**src/rtl/br_retire_resolve.sv**
```systemverilog
// br_retire_resolve
//   Retire-stage branch resolver. It scans the WIDTH oldest ROB entries
//   (slot 0 is the oldest) and looks for the oldest retire-ready branch whose
//   executed outcome differs from its prediction. On a hit, retirement is cut
//   off after that branch. One registered redirect pulse is then issued, and a
//   flush window of FLUSH_CYCLES cycles blocks retirement while fetch/rename
//   recover. The block also keeps saturating counts of retired branches and
//   of mispredicts.
//
// Ports
//   clock                 rising-edge clock
//   reset                 asynchronous active-low reset
//   retire_rdy[WIDTH]     per-slot ROB entry complete
//   is_branch[WIDTH]      slot holds a branch
//   ex_take / pred_take   executed / predicted direction per slot
//   ex_target/pred_target executed / predicted target, slot i at [i*XLEN +: XLEN]
//   stat_clear            synchronous clear of both counters (beats increment)
//   retire_en[WIDTH]      combinational retire permission per slot
//   mispredict            registered one-cycle redirect pulse
//   mispredict_target_pc  registered redirect PC (held through the flush)
//   mispredict_slot       registered slot index of the mispredicting branch
//   flush_busy            recovery window active
//   br_count, misp_count  saturating statistics counters
module br_retire_resolve #(
  parameter int WIDTH        = 2,
  parameter int XLEN         = 32,
  parameter int FLUSH_CYCLES = 2,
  parameter int CNT_W        = 32,
  localparam int SLOT_W      = (WIDTH > 1) ? $clog2(WIDTH) : 1
) (
  input  logic                  clock,
  input  logic                  reset,
  input  logic [WIDTH-1:0]      retire_rdy,
  input  logic [WIDTH-1:0]      is_branch,
  input  logic [WIDTH-1:0]      ex_take,
  input  logic [WIDTH-1:0]      pred_take,
  input  logic [WIDTH*XLEN-1:0] ex_target,
  input  logic [WIDTH*XLEN-1:0] pred_target,
  input  logic                  stat_clear,
  output logic [WIDTH-1:0]      retire_en,
  output logic                  mispredict,
  output logic [XLEN-1:0]       mispredict_target_pc,
  output logic [SLOT_W-1:0]     mispredict_slot,
  output logic                  flush_busy,
  output logic [CNT_W-1:0]      br_count,
  output logic [CNT_W-1:0]      misp_count
);

  localparam int FC_W = (FLUSH_CYCLES > 1) ? $clog2(FLUSH_CYCLES) : 1;
  // Four spare bits absorb a popcount of up to 8 before the saturation test.
  localparam int SUM_W = CNT_W + 4;
  localparam logic [SUM_W-1:0] CNT_MAX = {4'b0000, {CNT_W{1'b1}}};

  typedef enum logic {IDLE = 1'b0, FLUSH = 1'b1} state_e;

  state_e              state_q, state_d;
  logic [FC_W-1:0]     fcnt_q, fcnt_d;
  logic                misp_q, misp_d;
  logic [XLEN-1:0]     tgt_q, tgt_d;
  logic [SLOT_W-1:0]   slot_q, slot_d;
  logic [CNT_W-1:0]    br_cnt_q, br_cnt_d;
  logic [CNT_W-1:0]    misp_cnt_q, misp_cnt_d;

  logic                in_flush;
  logic [WIDTH-1:0]    slot_misp;
  logic                detect;
  logic [SLOT_W-1:0]   det_slot;
  logic [XLEN-1:0]     det_tgt;
  logic [3:0]          br_inc;
  logic [SUM_W-1:0]    br_sum;

  // Per-slot mispredict: wrong direction, or taken-both with a wrong target.
  always_comb begin
    slot_misp = '0;
    for (int i = 0; i < WIDTH; i++) begin
      slot_misp[i] = is_branch[i] &
                     ((ex_take[i] != pred_take[i]) |
                      (ex_take[i] & pred_take[i] &
                       (ex_target[i*XLEN +: XLEN] != pred_target[i*XLEN +: XLEN])));
    end
  end

  // Oldest-first scan. The running AND gives the contiguous-ready prefix, so an
  // unready slot blocks everything younger. Once the oldest eligible
  // mispredict is found, younger slots lose retire permission and any younger
  // mispredicts are ignored.
  always_comb begin
    logic run_rdy;
    logic elig;
    run_rdy   = 1'b1;
    detect    = 1'b0;
    det_slot  = '0;
    det_tgt   = '0;
    retire_en = '0;
    for (int i = 0; i < WIDTH; i++) begin
      run_rdy      = run_rdy & retire_rdy[i];
      elig         = run_rdy & ~in_flush;
      retire_en[i] = elig & ~detect;
      if (elig && slot_misp[i] && !detect) begin
        detect   = 1'b1;
        det_slot = SLOT_W'(i);
        det_tgt  = ex_target[i*XLEN +: XLEN];
      end
    end
  end

  // FSM state register
  always_ff @(posedge clock or negedge reset) begin
    if (!reset) begin
      state_q <= IDLE;
      fcnt_q  <= '0;
    end else begin
      state_q <= state_d;
      fcnt_q  <= fcnt_d;
    end
  end

  // FSM next state. The flush counter is loaded with FLUSH_CYCLES-1 on entry,
  // so flush_busy stays high for exactly FLUSH_CYCLES cycles.
  always_comb begin
    state_d = state_q;
    fcnt_d  = fcnt_q;
    case (state_q)
      IDLE: begin
        if (detect) begin
          state_d = FLUSH;
          fcnt_d  = FC_W'(FLUSH_CYCLES - 1);
        end
      end
      FLUSH: begin
        if (fcnt_q == '0) state_d = IDLE;
        else              fcnt_d  = fcnt_q - 1'b1;
      end
      default: state_d = IDLE;
    endcase
  end

  // FSM outputs
  always_comb begin
    in_flush   = (state_q == FLUSH);
    flush_busy = in_flush;
  end

  // Redirect pulse and captured target/slot, which hold until the next detection.
  always_comb begin
    misp_d = detect;
    tgt_d  = detect ? det_tgt  : tgt_q;
    slot_d = detect ? det_slot : slot_q;
  end

  // Saturating statistics; stat_clear wins over a same-cycle increment.
  always_comb begin
    br_inc = '0;
    for (int i = 0; i < WIDTH; i++) begin
      br_inc = br_inc + 4'(retire_en[i] & is_branch[i]);
    end
    br_sum = {4'b0000, br_cnt_q} + {{CNT_W{1'b0}}, br_inc};

    br_cnt_d   = br_cnt_q;
    misp_cnt_d = misp_cnt_q;
    if (stat_clear) begin
      br_cnt_d   = '0;
      misp_cnt_d = '0;
    end else begin
      br_cnt_d = (br_sum > CNT_MAX) ? {CNT_W{1'b1}} : br_sum[CNT_W-1:0];
      if (detect && (misp_cnt_q != {CNT_W{1'b1}})) misp_cnt_d = misp_cnt_q + 1'b1;
    end
  end

  always_ff @(posedge clock or negedge reset) begin
    if (!reset) begin
      misp_q     <= 1'b0;
      tgt_q      <= '0;
      slot_q     <= '0;
      br_cnt_q   <= '0;
      misp_cnt_q <= '0;
    end else begin
      misp_q     <= misp_d;
      tgt_q      <= tgt_d;
      slot_q     <= slot_d;
      br_cnt_q   <= br_cnt_d;
      misp_cnt_q <= misp_cnt_d;
    end
  end

  assign mispredict           = misp_q;
  assign mispredict_target_pc = tgt_q;
  assign mispredict_slot      = slot_q;
  assign br_count             = br_cnt_q;
  assign misp_count           = misp_cnt_q;

endmodule

```
**config.mk**
```make
export PLATFORM = sky130hd
export DESIGN_NAME = br_retire_resolve
export DESIGN_NICKNAME = d
export VERILOG_FILES = /design/src/rtl/br_retire_resolve.sv
export SDC_FILE = /design/constraint.sdc
export NUM_CORES = 1
export LEC_CHECK = 0
export ABC_AREA = 1
export CORE_MARGIN = 2
export CORE_UTILIZATION = 44
export DETAILED_ROUTE_END_ITERATION = 8
export GPL_ROUTABILITY_DRIVEN = 0
export GPL_TIMING_DRIVEN = 0
export PLACE_DENSITY = 0.81
export SLEW_MARGIN = 20
export SYNTH_ARGS = -nofsm -noshare
export SYNTH_HDL_FRONTEND = slang
export SYNTH_SLANG_ARGS = --single-unit
```
**constraint.sdc**
```tcl
create_clock -name clock -period 3.1 [get_ports clock]
set_input_delay 0.465 -clock clock [delete_from_list [all_inputs] [get_ports clock]]
set_output_delay 0.465 -clock clock [all_outputs]
set_load 0.02 [all_outputs]
```
==> results of run 1 <==
## cells in the mapped netlist (all sizes together) (12+ instances only)
master | count | share of area [%]
a21oi | 21 | 1.6
buf | 13 | 1.2
clkbuf | 20 | 1.1
dfrtp | 100 | 37
inv | 110 | 6.2
nand2 | 272 | 15
nand3 | 112 | 8.4
nand4 | 46 | 4.4
nor2 | 79 | 4.5
nor3 | 31 | 2.5
o21ai | 12 | 0.90
xnor2 | 74 | 9.7
xor2 | 33 | 4.3
## sequential cells by signal, summed over array words and instances, names as in the netlist
register,cells
br_count,32
misp_count,32
mispredict_target_pc,32
fcnt_q,1
flush_busy,1
mispredict,1
mispredict_slot,1
## power groups by stage
stage | combinational [mW] | sequential (mW) | clock, mW
finish | 1.32 | 1.61 | 1.20
global route | 1.43 | 1.64 | 1.28
CTS | 1.33 | 1.61 | 1.22
detailed placement | 1.34 | 1.63 | 0
global placement | 1.32 | 1.62 | 0
floorplan | 0.377 | 1.84 | 0
## worst register-to-register path: cells and delay by family, from the launching register on
kind	cells	cell delay [ns]
buffers and inverters	4	0.30
XOR/XNOR	1	0.20
AO/OA/AOI/OAI	1	0.12
flip-flops	1	0.42
adder cells (fa/ha/maj)	2	0.49
AND/OR/NAND/NOR	7	0.95
## worst max-delay path by stage
stage | start | to | slack (ns) | depth (start not counted)
2_1_floorplan | pred_target[5] | br_count[30] | 0.04 | 22
3_3_place_gp | reset | mispredict_slot | -2.27 | 1
3_5_place_dp | ex_target[16] | br_count[27] | -1.27 | 22
4_1_cts | pred_target[23] | br_count[27] | -0.04 | 22
5_1_grt | pred_target[25] | br_count[30] | 0.07 | 22
6_report | ex_target[7] | br_count[30] | 0.20 | 22
## cell families after synthesis
| group | Yosys count |
|---|---|
| and+or+nand+nor | 551 |
| buffers and inverters | 144 |
| xor gates and xnor gates | 107 |
| DFF | 100 |
| AOI/OAI and AO/OA | 33 |
| adders and majority gates | 6 |
## cells in the final DEF, fill, tap and decap left out, drive strengths merged
cell type and count:
diode 2, nand3 112, a21oi 21, nand3b 1
o21ai 12, dlygate4sd2 41, nand2 272, fa 1
clkdlybuf4s15 9, nor2 79, clkbuf 30, clkinvlp 1
xnor2 74, buf 31, xor2 33, nor4 7
bufinv 2, and3 1, nand4 46, dlymetal6s2s 13
nor3b 1, ha 5, clkdlybuf4s50 173, inv 110
nor3 31, clkinv 3, dfrtp 100, and2 1
## through the flow
stage	area, sq um	utilization [%]	setup slack [ns]	total power, mW	std cells
final	9932	66.07	0.1979	4.128	1400
after detailed placement	9343	62.15	-1.270	2.963	1369
after floorplan	6686	-	0.03616	2.212	941
after CTS	9869	65.65	-0.04128	4.165	1398
after global routing	9927	66.03	0.06995	4.341	1398
after global placement	9314	61.96	-2.266	2.939	1368
## layer usage
metal  track usage, %  vias up  part of all wire (%)
li1                 -     3544                     -
met5                0        -                     0
met2            47.40      303                    51
met3            6.491       39                   7.3
met4            10.54        0                   2.7
met1            32.55     3361                    39
## cell type report
cell class	count	share of cell area, %
repair buffers	256	25.35
plain buffers	31	1.499
diodes	2	0.05039
clock buffers	10	2.305
inverters	111	4.245
well taps	188	2.368
multi-input cells	697	38.21
clock inverters	5	0.7811
flip-flops and latches	100	25.20
## repair_timing
action                     4_1_cts  5_1_grt
pin swaps                       49       49
hold endpoints to repair         0        0
resized for setup               96       38
setup endpoints to repair       33       32
setup buffers                   15        1
==> results.sh, run 1 <==
export IMPL_area_growth_syn_to_layout_pct=48.57
export IMPL_fillers=1320
export IMPL_cts_buffers=9
export IMPL_clock_latency_ns=0.35
export IMPL_overflow=0
export IMPL_antenna_found_initial=2
export IMPL_crit_buf_inv=4
export IMPL_switchingPower_mw=1.312
export IMPL_routed_via_density=5.176
export IMPL_initialDrtViolationCount=508
export IMPL_power_internal_mw=2.816
export IMPL_period_share_pct=93.62
export IMPL_cp_max_fo=3
export IMPL_crit_family="simple AND/OR/NAND/NOR gates"
export IMPL_die_area_sq_mm=0.01620
export IMPL_worst_pin_slew_ns=0.5969
export IMPL_grt_max_degree=58
export IMPL_syn_area_per_cell_sq_um=7.104
export IMPL_start_util_pct=44.47
export IMPL_yosysWarnings=0
export IMPL_cp_start_kind="input port"
export IMPL_drive_above_1_share_pct=7.851
export IMPL_p_leak_nw=4.661
export IMPL_tritoncts="yes"
export IMPL_synth_top_flop_cell="dfrtp_1"
export IMPL_power_density_mw_per_mm2=415.7
export IMPL_outcome="finished clean"
export IMPL_synth_cell_types=30
export IMPL_critPathKind="in -> reg"
export IMPL_grt_pass1_vias=7033
export IMPL_vdd_drop_max_mv=0.3154
export IMPL_multi_input_area_sq_mm=0.003795
export IMPL_yosys_area_share_simple_pct=36.31
export IMPL_drt_wirelength_per_cell_microns=15.66
export IMPL_hold_viol=0
export IMPL_seq_power_share_pct=39.1
export IMPL_clock_tree_root_cell="clkbuf_16"
export IMPL_io_pins=240
export IMPL_ant_nets=0
export IMPL_skew_ns=0.007027
export IMPL_path_common_cell="nand2_1"
export IMPL_switching_share_pct=31.78
export IMPL_slew_viol_final=0
export IMPL_arrival_ns=3.15
export IMPL_drt_total_wl_mm=21.92
export IMPL_rows=45
export IMPL_syn_nets=1086
export IMPL_die_x_microns=127.3
export IMPL_relSlewSlack_pct=59.90
export IMPL_synth_xor_area_share_pct=14.02
export IMPL_grt_use_total_pct=27.21
export IMPL_cts_hold_buffers_added=0
export IMPL_dr_pass1_iters=7
export IMPL_setup_tns_ns=0
export IMPL_cpMaxStageDelayCell="fa_2"
export IMPL_ys_seq_elements=100
export IMPL_clock_power_share_pct=29.0
export IMPL_comb_power_share_pct=31.9
export IMPL_period_minus_slack_ns=2.902
export IMPL_synth_mux_area_share_pct=0
export IMPL_clock_fmax_mhz=344.6
export IMPL_core_area_sq_mm=0.01503
export IMPL_hp_class="in -> async"
export IMPL_syn_area_sq_mm=0.006685
export IMPL_port_buffers=239
export IMPL_required_ns=3.34
export IMPL_reg2reg_slack_ns=0.54
export IMPL_ff_latch_area_sq_mm=0.002502
export IMPL_fin_nets=1351
export IMPL_endpoint_kind="flop"
export IMPL_synth_adder_area_share_pct=1.235
export IMPL_synth_compound_area_share_pct=2.471
export IMPL_drcViolationCount=0
export IMPL_dp_hpwl_mm=16.96
export IMPL_die_y_microns=127.3
export IMPL_drv_cap=0
export IMPL_synth_edf_count=0
export IMPL_max_stage_delay_ns=0.35
export IMPL_synth_top_family_by_area="simple AND/OR/NAND/NOR gates"
export IMPL_clk_pin_slew_ns=0.07
export IMPL_synthCells=941
export IMPL_grt_pass1_wl_mm=35.00
export IMPL_synthArstFlopShare_pct=100.0
export IMPL_critical_path_cell_chain="dlygate4sd2_1 -> xnor2_1 -> nand2_1 -> nor2_2 -> nand2_1 -> nor2_2 -> nand2_1 -> nand2_1 -> nand2_2 -> nand2_4 -> nand2_2 -> fa_2 -> inv_4 -> ha_4 -> inv_2 -> nor2_4 -> nand3_4 -> nor2_4 -> nand4_1 -> xor2_1 -> o21ai_1 -> inv_1"
export IMPL_rsz0062_at_grt="no"
export IMPL_rr_startpoint="flush_busy"
export IMPL_via_count=7247
export IMPL_htreeDepth=3
export IMPL_reg2reg_to="br_count[30]"
export IMPL_yosysSeqAreaShare_pct=37.43
export IMPL_reg2reg_depth=15
export IMPL_hold_ws_ns=0.03950
export IMPL_setup_viol=0
export IMPL_cts_sinks=100
export IMPL_clk_path_buf_depth=2
Power figures use the tool's default switching activity.
==> run 2: changes to the inputs <==
Settings changed: CTS_CLUSTER_DIAMETER set to 100.
==> results of run 2 <==
Final layout, timing and power as in run 1 (identical DEF).
==> run 3: changes to the inputs <==
Settings changed: CAP_MARGIN set to 40, DONT_BUFFER_PORTS set to 1, GPL_ROUTABILITY_DRIVEN 0 to unset, PLACE_DENSITY 0.81 to 0.61.
==> results.sh, run 3 (synthesized netlist as in run 1, its figures left out) <==
export IMPL_outcome="finished clean"
export IMPL_die_y_microns=127.3
export IMPL_tritoncts="yes"
export IMPL_antenna_found_initial=0
export IMPL_cts_sinks=100
export IMPL_slew_viol_final=0
export IMPL_critPathKind="in -> reg"
export IMPL_drive_above_1_share_pct=8.351
export IMPL_clock_latency_ns=0.35
export IMPL_reg2reg_depth=17
export IMPL_required_ns=3.34
export IMPL_drt_total_wl_mm=19.74
export IMPL_ff_latch_area_sq_mm=0.002504
export IMPL_placed_area_sq_mm=0.006922
export IMPL_via_count=6104
export IMPL_clock_tree_root_cell="clkbuf_16"
export IMPL_fillers=1541
export IMPL_route_met3_wl_mm=1.573
export IMPL_clk_path_buf_depth=2
export IMPL_area_growth_syn_to_layout_pct=12.52
export IMPL_setup_viol=0
export IMPL_place_gp_congestion=0.9233
export IMPL_rr_startpoint="flush_busy"
export IMPL_grt_pass1_vias=6071
export IMPL_ant_nets=0
export IMPL_routed_via_density=5.271
export IMPL_reg2reg_slack_ns=0.32
export IMPL_endpoint_kind="flop"
export IMPL_overflow=0
export IMPL_p_total_mw=3.546
export IMPL_fin_area_sq_mm=0.007522
export IMPL_m1WireLength_mm=8.091
export IMPL_cts_buffers=9
export IMPL_comb_power_share_pct=14.3
export IMPL_rows=45
export IMPL_die_x_microns=127.3
export IMPL_drcViolationCount=0
export IMPL_final_common_cell="nand2_1"
export IMPL_period_minus_slack_ns=2.840
export IMPL_dp_cells=1129
export IMPL_switchingPower_mw=1.199
export IMPL_dp_hpwl_mm=15.39
export IMPL_start_util_pct=44.47
export IMPL_cp_max_fo=5
export IMPL_power_internal_mw=2.347
export IMPL_dr_pass1_iters=5
export IMPL_fin_cells=1158
export IMPL_arrival_ns=3.08
export IMPL_p_leak_nw=3.586
export IMPL_wl_met2_mm=9.788
export IMPL_hold_viol=0
export IMPL_num_antenna_cells=0
export IMPL_clock_fmax_mhz=352.1
export IMPL_fin_nets=1110
export IMPL_worst_pin_slew_ns=0.5671
export IMPL_die_area_sq_mm=0.01620
export IMPL_drv_cap=0
export IMPL_htreeDepth=3
export IMPL_core_area_sq_mm=0.01503
export IMPL_vdd_drop_max_mv=0.2961
export IMPL_final_cell_mix="nand2_1 (267), nand3_1 (108), inv_1 (100), dfrtp_1 (99), xnor2_1 (71)"
export IMPL_cp_start_kind="input port"
export IMPL_grt_pass1_wl_mm=31.87
export IMPL_power_density_mw_per_mm2=471.5
export IMPL_initialDrtViolationCount=357
export IMPL_clock_power_share_pct=32.7
export IMPL_hp_class="in -> async"
export IMPL_grt_use_total_pct=24.77
export IMPL_highest_layer="met4"
export IMPL_skew_ns=0.007732
export IMPL_relSlewSlack_pct=61.90
export IMPL_grt_max_degree=101
export IMPL_drt_wirelength_per_cell_microns=17.05
export IMPL_io_pins=240
export IMPL_port_buffers=0
export IMPL_switching_share_pct=33.81
export IMPL_clk_pin_slew_ns=0.07
export IMPL_reg2reg_to="br_count[30]"
export IMPL_seq_power_share_pct=53.1
export IMPL_multi_input_area_sq_mm=0.003781
export IMPL_period_share_pct=91.62
-- run 3: cell types whose count changed in the layout (fill, tap and decap cells not counted), sizes merged, moves of 2 or more --
cell           delta
dlygate4sd2      -41
clkdlybuf4s15     -9
diode             -2
buf               -3
clkdlybuf4s50   -173
dlymetal6s2s     -13
-- run 3: stage by stage --
step,hold WS (ns),setup TNS [ns],utilization [%],worst slack [ns]
global placement,0.1733,-22.86,46.04,-0.9394
CTS,0.06324,0,48.90,0.001219
finish,0.001464,0,50.04,0.2596
detailed placement,0.1737,-22.59,46.04,-0.9307
global route,0.05054,-0.006893,50.04,-0.006893
floorplan,0.1694,0,-,0.03616
-- run 3: routing by layer --
layer | GRT usage (%) | vias up
met5 | 0 | -
met3 | 7.915 | 20
met2 | 42.28 | 220
met4 | 7.240 | 0
li1 | - | 3045
met1 | 30.03 | 2819
-- run 3: critical path, stage by stage --
cell,delay (ns)
xnor2_1,0.13
nand2_1,0.08
nor2_2,0.16
nand2_2,0.08
nor2_4,0.12
nand2_1,0.06
nand2_1,0.05
nand2_1,0.10
nand2_4,0.12
buf_8,0.10
nand2_1,0.06
fa_1,0.38
inv_2,0.12
ha_1,0.15
inv_1,0.06
nor2_4,0.12
nand3_4,0.09
nor2_4,0.18
nand4_1,0.14
xor2_1,0.17
o21ai_1,0.11
inv_1,0.05
-- run 3: how the worst max path moves through the flow --
| stage | from | to | slack (ns) | depth (start not counted) |
|---|---|---|---|---|
| 6_report | pred_target[26] | br_count[30] | 0.26 | 22 |
| 5_1_grt | pred_target[27] | br_count[30] | -0.007 | 22 |
| 4_1_cts | pred_target[29] | br_count[24] | 0.001 | 22 |
| 3_5_place_dp | pred_target[29] | br_count[27] | -0.93 | 21 |
| 3_3_place_gp | pred_target[29] | br_count[27] | -0.94 | 21 |
| 2_1_floorplan | pred_target[5] | br_count[30] | 0.04 | 22 |
-- run 3: area by class of cell --
class / instances / area share (%)
Timing Repair Buffer: 14 / 1.663
Buffer: 32 / 2.179
Clock inverter: 3 / 0.6154
Tap cell: 188 / 3.127
Multi-Input combinational cell: 697 / 50.27
Clock buffer: 13 / 3.327
Sequential cell: 100 / 33.28
Inverter: 111 / 5.539
-- run 3: what timing repair did --
item,4_1_cts,5_1_grt
buffers inserted,3,10
endpoints found under the setup margin,33,33
gates cloned,0,0
pin swaps,4,9
hold buffers,1,0
gates resized for setup,22,23
endpoints found under the hold margin,100,0
-- run 3: power by group through the flow --
stage / registers [mW] / logic, mW / clock network, mW
2_1_floorplan: 1.84 / 0.377 / 0
3_3_place_gp: 1.91 / 0.454 / 0
3_5_place_dp: 1.90 / 0.469 / 0
4_1_cts: 1.89 / 0.500 / 1.19
5_1_grt: 1.91 / 0.600 / 1.24
6_report: 1.88 / 0.505 / 1.16
==> patch, RTL diff (flow settings as in run 3) <==
Register the output `mispredict_target_pc` once more, cleared by the reset; this adds one clock of latency there. The other outputs are not delayed to match. Comments in the files are not updated.
--- a/src/rtl/br_retire_resolve.sv
+++ b/src/rtl/br_retire_resolve.sv
@@ -184,7 +184,13 @@
   end
 
   assign mispredict           = misp_q;
-  assign mispredict_target_pc = tgt_q;
+  always_ff @(posedge clock or negedge reset) begin
+    if (!reset) begin
+      mispredict_target_pc <= '0;
+    end else begin
+      mispredict_target_pc <= tgt_q;
+    end
+  end
   assign mispredict_slot      = slot_q;
   assign br_count             = br_cnt_q;
   assign misp_count           = misp_cnt_q;
Behaviour: not the same (a bounded check fails within 4 cycles, from zero or initial values and one cycle with reset low).
==> patch against run 3 <==
The flow now finishes with violations (hold timing); clock power is 85% higher; final area is 14% higher; routed wire length grew 7.1%; setup slack improved by 0.0045 ns; power is 45% higher; sequential cell count is 32 higher; area after synthesis is 12% higher; critical endpoint is now retire_en[1]; largest power group unchanged; highest routed layer unchanged.
==> patch: results (changes against run 3) <==
Outcome
  • Status: finished, violations left
  • Failing checks: hold timing

Clock network
  • Skew-Pair Late Insertion Delay: 0.41 ns (+0.06 ns)
  • CTS Buf Count: 17 (+8)
  • CTS HTree Levels: 4 (+1)
  • Post-CTS sizing: 16 (-27%)
  • Post-CTS Setup Bufs: 0 (-3)

Routing
  • DRT iter0 DRCs: 367 (+2.8%)
  • Vias/cell: 5.20 (-1.3%)
  • Total Wirelength: 21.1 mm (+7.1%)
  • Met1 Wirelength: 8.83 mm (+9.1%)
  • Metal3 WL: 1.70 mm (+7.9%)
  • Routed met2 length: 10.4 mm (+6.2%)
  • Wirelength per Cell: 17.2 µm (+0.75%)

Worst setup path
  • CP arrival: 2.37 ns (-0.71 ns)
  • Worst Path Max Fanout: 10 (+5)
  • CP delay by family, top: buffers and inverters

Synth
  • Post-synth net total: 1117 (+2.9%)
  • Adder-Cell Fraction of Synth Area: 0.0110 (-0.00133)
  • Post-Synth XOR/XNOR Area: 0.127 (-0.0127)
  • Syn_area_per_cell: 7.71 µm² (+8.5%)
  • Largest cells by area after synthesis: dfrtp_1, nand2_1, xnor2_1, nand3_1, inv_1
  • Seq/Total Area, Yosys: 0.441 (+0.0667)
  • Post-synth cell types: 28 (-6.7%)

Cells and area
  • Diode count: 0 (unchanged)
  • Fillers: 1604 (+4.1%)
  • Final Util: 0.519 (+0.0189)
  • Share of layout cells above drive strength 1: 0.0930 (+0.00947)

Placement
  • Hpwl dp: 16.3 mm (+5.7%)
  • GP Congestion: 0.894 (-3.1%)
  • Placement Setup Slack: -0.714 ns (+0.216 ns)
  • Placed cells: 1192 (+5.6%)

Pwr
  • Seq pwr share: 0.490 (-0.041)
  • Clock share of power: 0.418 (+0.091)
  • Static Leak: 4.07 nW (+14%)
  • Worst vdd ir: 0.373 mV (+26%)
  • Overall power: 0.00514 W (+45%)
  • Sw Share: 0.292 (-0.0465)

Global route
  • First-pass GRT wire length: 33.6 mm (+5.4%)
  • Number of global-route vias before repair: 6262 (+3.1%)
  • Gr usage total: 0.240 (-0.00788)
  • Grt met1 use: 0.299 (-0.00163)
  • Largest net degree at the start of global routing: 133 (+32%)

STA
  • Final hold violation count: 132 (+132)
  • Worst hold slack: -0.254 ns (-0.255 ns)
  • Worst slew pin tran: 0.881 ns (+0.314 ns)
  • Fin Clk Skew: 0.00734 ns (-0.000395 ns)
patch: cell types whose count changed in the layout (fill, tap and decap cells not counted), moves of 6 or more:
cell / change
clkbuf_16: +8
dfrtp_1: +32
nor3_1: -6
o21ai_0: -6
xnor2_1: +10
xor2_1: -7
patch: worst paths after layout:
check	depth (start not counted)	slack, ns	startpoint	endpoint
min in group clock	2	0.18	ex_target[19]	tgt_q[19]
setup reg to reg	16	0.26	flush_busy	br_count[27]
hold reg to reg	0	0.37	tgt_q[28]	mispredict_target_pc[28]
max in group asynchronous	0	3.14	reset	mispredict_target_pc[31]
setup / recovery	8	0.26	flush_busy	retire_en[1]
hold / removal	0	-0.25	reset	br_count[11]
patch: area by class of cell:
class	count	area share
Sequential cell	132	0.384
Clock inverter	11	0.0202
Buffer	32	0.0182
Clock buffer	21	0.0523
Multi-Input combinational cell	696	0.438
Inverter	112	0.0491
Tap cell	220	0.0320
Timing Repair Buffer	7	0.00697
